===== src/rtl/pll_mdrp_if.sv =====
// Management DRP-style bus between an initiator and the emulated PLL responder.
// The initiator drives op/inc/wdata; the responder returns read data, lock and config status.
interface pll_mdrp_if;
  logic       mdrp_inc;
  logic [1:0] mdrp_op;
  logic [7:0] mdrp_wdata;
  logic [7:0] mdrp_rdata;
  logic       pll_lock;
  logic [6:0] cfg_code;
  logic       cfg_stb;
  logic       commit_err;

  modport master (
    output mdrp_inc, mdrp_op, mdrp_wdata,
    input  mdrp_rdata, pll_lock, cfg_code, cfg_stb, commit_err
  );

  modport slave (
    input  mdrp_inc, mdrp_op, mdrp_wdata,
    output mdrp_rdata, pll_lock, cfg_code, cfg_stb, commit_err
  );
endinterface


===== src/rtl/pll_mdrp_resp.sv =====
// Emulated PLL management responder: readable/incrementing code register, staged two-step
// commit of a new config code, and a lock FSM that drops lock for LOCK_CYCLES after a commit.
module pll_mdrp_resp #(
  parameter int unsigned LOCK_CYCLES = 16,
  parameter logic [6:0]  INIT_CODE   = 7'h00
) (
  input logic       clk,
  input logic       rst,
  pll_mdrp_if.slave bus
);

  typedef enum logic [1:0] {
    LOCKING = 2'd0,
    LOCKED  = 2'd1,
    RELOCK  = 2'd2
  } state_e;

  localparam logic [1:0] OP_NOOP   = 2'b00;
  localparam logic [1:0] OP_WRCODE = 2'b01;
  localparam logic [1:0] OP_RDCODE = 2'b10;
  localparam logic [7:0] CNT_LOAD  = 8'(LOCK_CYCLES - 1);

  state_e     state_q, state_d;
  logic [7:0] cnt_q, cnt_d;
  logic [6:0] code_q, code_d;
  logic [6:0] cfgCode_q, cfgCode_d;
  logic [6:0] shadow_q, shadow_d;
  logic       staged_q, staged_d;
  logic [7:0] rdata_q, rdata_d;
  logic       cfgStb_q, cfgStb_d;
  logic       commitErr_q, commitErr_d;

  always_ff @(posedge clk) begin
    if (rst) begin
      state_q     <= LOCKING;
      cnt_q       <= CNT_LOAD;
      code_q      <= INIT_CODE;
      cfgCode_q   <= INIT_CODE;
      shadow_q    <= 7'h00;
      staged_q    <= 1'b0;
      rdata_q     <= 8'h00;
      cfgStb_q    <= 1'b0;
      commitErr_q <= 1'b0;
    end else begin
      state_q     <= state_d;
      cnt_q       <= cnt_d;
      code_q      <= code_d;
      cfgCode_q   <= cfgCode_d;
      shadow_q    <= shadow_d;
      staged_q    <= staged_d;
      rdata_q     <= rdata_d;
      cfgStb_q    <= cfgStb_d;
      commitErr_q <= commitErr_d;
    end
  end

  // Bus ops are only honoured while locked; the two unlocked states just count down.
  always_comb begin
    state_d     = state_q;
    cnt_d       = cnt_q;
    code_d      = code_q;
    cfgCode_d   = cfgCode_q;
    shadow_d    = shadow_q;
    staged_d    = staged_q;
    rdata_d     = rdata_q;
    cfgStb_d    = 1'b0;
    commitErr_d = 1'b0;

    unique case (state_q)
      LOCKING, RELOCK: begin
        if (cnt_q == 8'd0) begin
          state_d = LOCKED;
        end else begin
          cnt_d = cnt_q - 8'd1;
        end
      end
      LOCKED: begin
        case (bus.mdrp_op)
          OP_RDCODE: begin
            rdata_d = {1'b0, code_q};
            if (bus.mdrp_inc) begin
              code_d = code_q + 7'd1;
            end
          end
          OP_WRCODE: begin
            if (!bus.mdrp_wdata[7]) begin
              shadow_d = bus.mdrp_wdata[6:0];
              staged_d = 1'b1;
            end else begin
              staged_d = 1'b0;
              // A commit must repeat exactly the value that was staged last.
              if (staged_q && (bus.mdrp_wdata[6:0] == shadow_q)) begin
                cfgCode_d = bus.mdrp_wdata[6:0];
                code_d    = bus.mdrp_wdata[6:0];
                cfgStb_d  = 1'b1;
                state_d   = RELOCK;
                cnt_d     = CNT_LOAD;
              end else begin
                commitErr_d = 1'b1;
              end
            end
          end
          OP_NOOP: ;
          default: ;
        endcase
      end
      default: begin
        state_d = LOCKING;
        cnt_d   = CNT_LOAD;
      end
    endcase
  end

  assign bus.mdrp_rdata = rdata_q;
  assign bus.pll_lock   = (state_q == LOCKED);
  assign bus.cfg_code   = cfgCode_q;
  assign bus.cfg_stb    = cfgStb_q;
  assign bus.commit_err = commitErr_q;

endmodule


===== src/flat_wrapper.sv =====
// flat-port wrapper written by rule: the top's interface ports become plain ports
module pll_mdrp_resp_flat 
#(
  parameter int unsigned LOCK_CYCLES = 16,
  parameter logic [6:0]  INIT_CODE   = 7'h00
)
  (clk, rst, bus_mdrp_inc, bus_mdrp_op, bus_mdrp_wdata, bus_mdrp_rdata, bus_pll_lock, bus_cfg_code, bus_cfg_stb, bus_commit_err);
  pll_mdrp_if bus_i ();
  input logic clk;
  input logic rst;
  input wire logic [$bits(bus_i.mdrp_inc)-1:0] bus_mdrp_inc;
  input wire logic [$bits(bus_i.mdrp_op)-1:0] bus_mdrp_op;
  input wire logic [$bits(bus_i.mdrp_wdata)-1:0] bus_mdrp_wdata;
  output wire logic [$bits(bus_i.mdrp_rdata)-1:0] bus_mdrp_rdata;
  output wire logic [$bits(bus_i.pll_lock)-1:0] bus_pll_lock;
  output wire logic [$bits(bus_i.cfg_code)-1:0] bus_cfg_code;
  output wire logic [$bits(bus_i.cfg_stb)-1:0] bus_cfg_stb;
  output wire logic [$bits(bus_i.commit_err)-1:0] bus_commit_err;
  assign bus_i.mdrp_inc = bus_mdrp_inc;
  assign bus_i.mdrp_op = bus_mdrp_op;
  assign bus_i.mdrp_wdata = bus_mdrp_wdata;
  assign bus_mdrp_rdata = bus_i.mdrp_rdata;
  assign bus_pll_lock = bus_i.pll_lock;
  assign bus_cfg_code = bus_i.cfg_code;
  assign bus_cfg_stb = bus_i.cfg_stb;
  assign bus_commit_err = bus_i.commit_err;
  pll_mdrp_resp #(.LOCK_CYCLES(LOCK_CYCLES), .INIT_CODE(INIT_CODE)) u_core (.clk(clk), .rst(rst), .bus(bus_i));
endmodule

===== config.mk =====
export PLATFORM = sky130hd
export DESIGN_NAME = pll_mdrp_resp_flat
export DESIGN_NICKNAME = d
export VERILOG_FILES = /design/src/rtl/pll_mdrp_if.sv /design/src/rtl/pll_mdrp_resp.sv /design/src/flat_wrapper.sv
export SDC_FILE = /design/constraint.sdc
export NUM_CORES = 1
export LEC_CHECK = 0
export CAP_MARGIN = 5
export CORE_MARGIN = 3
export CORE_UTILIZATION = 30
export CTS_CLUSTER_SIZE = 28
export DETAILED_ROUTE_END_ITERATION = 8
export SETUP_SLACK_MARGIN = 0.1
export SLEW_MARGIN = 20
export SYNTH_ARGS = -nofsm -noshare
export SYNTH_HDL_FRONTEND = slang
export SYNTH_SLANG_ARGS = --single-unit
export TNS_END_PERCENT = 5

===== constraint.sdc =====
create_clock -name clk -period 2.2 [get_ports clk]
set_clock_uncertainty 0.05 [all_clocks]
set_input_delay 0.22 -clock clk [delete_from_list [all_inputs] [get_ports clk]]
set_output_delay 0.22 -clock clk [all_outputs]
set_load 0.005 [all_outputs]

==> Flow_metrics.wiki <==
{| class="wikitable"
! Metric !! Value
|-
| Run status || completed
|-
| Class of the most critical setup path || flop to flop
|-
| Number of nets in the finished design || 286
|-
| Fraction of synthesis flops using an asynchronous set or reset pin || 0%
|-
| Number of port buffers || 29
|-
| Worst hold-check path type || flop to flop
|-
| Die Span Y || 88.6 µm
|-
| Cell depth of the worst setup path || 7
|-
| Overflow left after global routing || 0
|-
| Maximum number of pins on one net before global-route repair || 19
|-
| CTS tree || done
|-
| Period utilization || 88.8%
|-
| Global placement routability congestion || ~0.86
|-
| Maximum buffer depth of the clock tree || 2
|-
| Die W || between 80 and 90 µm
|-
| Detailed placement HPWL || ~3600 µm
|-
| Endpoint required time on the critical path || about 2.3 ns
|-
| Cell at the root of the clock tree || clkbuf_8
|-
| Via count || 1,779
|-
| Number of maximum-capacitance constraint violations || 0
|-
| Hold path depth || 2
|-
| Final antenna diode count || 0
|-
| Share of post-route cells with drive strength above 1 || 14.4%
|-
| Total instance count after detailed placement || 340
|-
| CTS Buf Count || 5
|-
| Most frequent cell after synthesis || dfxtp_1
|-
| Synth cell count leaders || dfxtp_1, nor2_1, mux2i_1
|-
| Average cell area after synthesis || approximately 9.0 µm²
|-
| Peak fanout along the critical path || 7
|-
| Number of failing setup endpoints in the final timing report || 0
|-
| Final std cells w/o fill || 347
|-
| Count of H-tree levels built during CTS || 2
|-
| Post-DR wirelength/cell || 14.0 µm
|-
| Postcts setup bufs || 0
|-
| Effective utilization at floorplan || 31.7%
|-
| Time the worst path needs with I/O delays and setup || roughly 2.0 ns
|-
| Clock net sink count || 41
|-
| Critical Path Slowest Stage Cell || dfxtp_1
|-
| Clock transition at the register clock pins on the worst setup and hold paths after CTS || about 0.08 ns
|-
| Number of DRC markers after the initial detailed-route iteration || 57
|-
| Arrival time of data at the critical path endpoint || roughly 2.1 ns
|-
| Placed inst area || 0.00253 mm²
|-
| Post-Syn Instances || 227
|-
| PnR Total Power || 1.37 mW
|-
| Global-route usage over all layers || roughly 13%
|-
| Drt drc || 0
|-
| First-pass GRT wire length || approximately 8100 µm
|-
| Ordered cell list for the critical path || inv_1 -> ha_1 -> nor3b_4 -> nand2_2 -> o21a_1 -> or2_4 -> o31a_1
|-
| Final slew viol count || 0
|-
| Antenna violations before repair || 0
|-
| Top-area cell type share of the netlist area || 40.1%
|-
| Worst reg2reg path endpoint || u_core.cnt_q[3]$_SDFFE_PP1P_
|-
| Dominant cells by area after synthesis || dfxtp_1, mux2i_1, nor2_1, a21oi_1, nor3_1
|-
| Summed area of non-filler cells in the final layout || 0.00262 mm²
|-
| Aggregate routed wire length || ~4900 µm
|-
| Setup TNS || 0 ns
|-
| Leak || ~0.89 nW
|-
| Peak supply drop || 0.314 mV
|-
| Element type at the critical path end || flop
|-
| Vias in the first global route || roughly 1,700
|-
| Worst Setup SP || u_core.cnt_q[1]$_SDFFE_PP1P_
|-
| Count of filler cells inserted in the layout || approximately 690
|-
| Power per standard cell area || 523 mW/mm²
|-
| Number of library cell types mapped by synthesis || 46
|-
| Hold violation count in the final report || 0
|-
| Count of yosys warnings during synthesis || 0
|-
| Total iterations of the first detailed-routing run || 4
|-
| Leading register cell type out of synthesis || dfxtp_1
|-
| Buf/Inv on CP || 1
|-
| Crit-path leading delay family || simple AND/OR/NAND/NOR gates
|-
| Ratio of routed vias to standard cells || 5.13
|-
| Netlist Area Pre-Place || 0.00204 mm²
|-
| Worst Min Path Start || u_core.bus.cfg_code[5]$_SDFFE_PP0P_
|-
| Ports || 31
|-
| Flop2flop setup slack || 0.25 ns
|-
| Kind of start point of the critical path || flop
|-
| Number of enable flip-flop cells after synthesis || 0
|-
| Startpoint of the most critical register-to-register path || u_core.cnt_q[1]$_SDFFE_PP1P_
|-
| Synthesized Nets || 243
|-
| Die ar. || 0.00784 mm²
|-
| Clk Latency, worst-skew pair || 0.29 ns
|-
| Dominant cell type by area after synthesis || dfxtp_1
|-
| Largest incremental delay on the critical path || 0.36 ns
|-
| Floorplan row count || 29
|-
| Number of nets with antenna violations after routing || 0
|-
| Unrepaired setup endpoints after global routing || no
|-
| Core area || about 0.0065 mm²
|-
| Highest achievable clock rate || 512 MHz
|-
| Fraction of the yosys area taken by sequential cells || roughly 40%
|-
| Flip-flop and latch count after synthesis || approximately 40
|-
| Worst setup endpoint || u_core.cnt_q[3]$_SDFFE_PP1P_
|-
| Cells on worst reg2reg path || 7
|-
| Growth of design area from synthesis to finish || 28.3%
|}
[per-stage QoR]
step	utilization [%]	hold WS, ns	worst slack, ns
finish	40.6	0.445	0.246
global route	40.6	0.486	0.100
CTS	40.5	0.452	0.109
detailed placement	39.1	0.432	0.0898
global placement	39.1	0.423	0.125
floorplan	-	0.314	0.351
[flip-flops by register name, indices dropped and copies added, names as in the netlist]
signal	cells
u_core.shadow_q	7
u_core.code_q	7
u_core.bus.cfg_code	7
u_core.bus.commit_err	1
u_core.bus.mdrp_rdata	7
u_core.cnt_q	8
u_core.state_q	2
u_core.staged_q	1
u_core.bus.cfg_stb	1
[cell type report]
| type | count | area, µm² | share of cell area [%] |
|---|---|---|---|
| inverters | 8 | 30.0 | 1.15 |
| repair buffers | 48 | 445 | 17.0 |
| well taps | 77 | 96.3 | 3.67 |
| clock buffers | 7 | 86.3 | 3.29 |
| multi-input cells | 166 | 1140 | 43.6 |
| flip-flops and latches | 41 | 821 | 31.3 |
[placed cells by master (no fill, tap or decap), types with 4 or more instances in the layout]
cell,synthesis,layout
dfxtp_1,41,41
nor2_1,32,32
clkdlybuf4s50_1,0,29
mux2i_1,22,22
buf_4,3,18
a21oi_1,15,15
nor3_1,13,13
inv_1,8,8
nand3_1,7,7
xnor2_1,7,7
a31oi_1,7,7
nor4_1,6,6
clkbuf_8,0,6
nand2_1,5,5
nand4_1,4,4
o32ai_2,4,4
o311ai_0,4,4
o31ai_1,4,4
[worst min-delay path by stage]
stage,to
floorplan,u_core.bus.cfg_code[6]$_SDFFE_PP0P_
global placement,u_core.bus.mdrp_rdata[0]$_SDFFE_PP0P_
detailed placement,u_core.bus.mdrp_rdata[5]$_SDFFE_PP0P_
CTS,u_core.bus.cfg_code[5]$_SDFFE_PP0P_
global route,u_core.bus.mdrp_rdata[2]$_SDFFE_PP0P_
finish,u_core.bus.cfg_code[5]$_SDFFE_PP0P_
[cells by family (layout without fill, tap and decap cells)]
family,count (synthesis),after routing,share of synthesized area [%]
muxes,22,22,10.8
adders and majority gates,3,3,1.84
DFF,41,41,40.1
AOI/OAI and AO/OA,42,42,15.2
buffers and inverters,20,63,4.65
and+or+nand+nor,91,91,24.2
xor gates and xnor gates,7,7,3.00
other,1,1,0.183
[metal layers]
| layer | track usage [%] | part of all wire (%) | vias up |
|---|---|---|---|
| met2 | 21.2 | 45 | 36 |
| met1 | 17.8 | 49 | 825 |
| met4 | 4.26 | 1.3 | 0 |
| li1 | - | - | 912 |
| met3 | 3.45 | 4.0 | 6 |
| met5 | 0 | 0 | - |
[power by group]
group          switching, mW  internal [mW]
clock                  0.254          0.249
combinational         0.0613         0.0547
sequential           0.00661          0.746
[tightest hold or removal path, cell delays in order, from the launching register on]
cell,delay [ns]
dfxtp_1,0.33
mux2i_1,0.06
nor2_1,0.08
[timing repair]
action | CTS | global route
setup endpoints to repair | 0 | 5
hold buffers | 0 | 0
gates resized for setup | 0 | 2
Note: power is estimated with default switching activity, not from simulation.
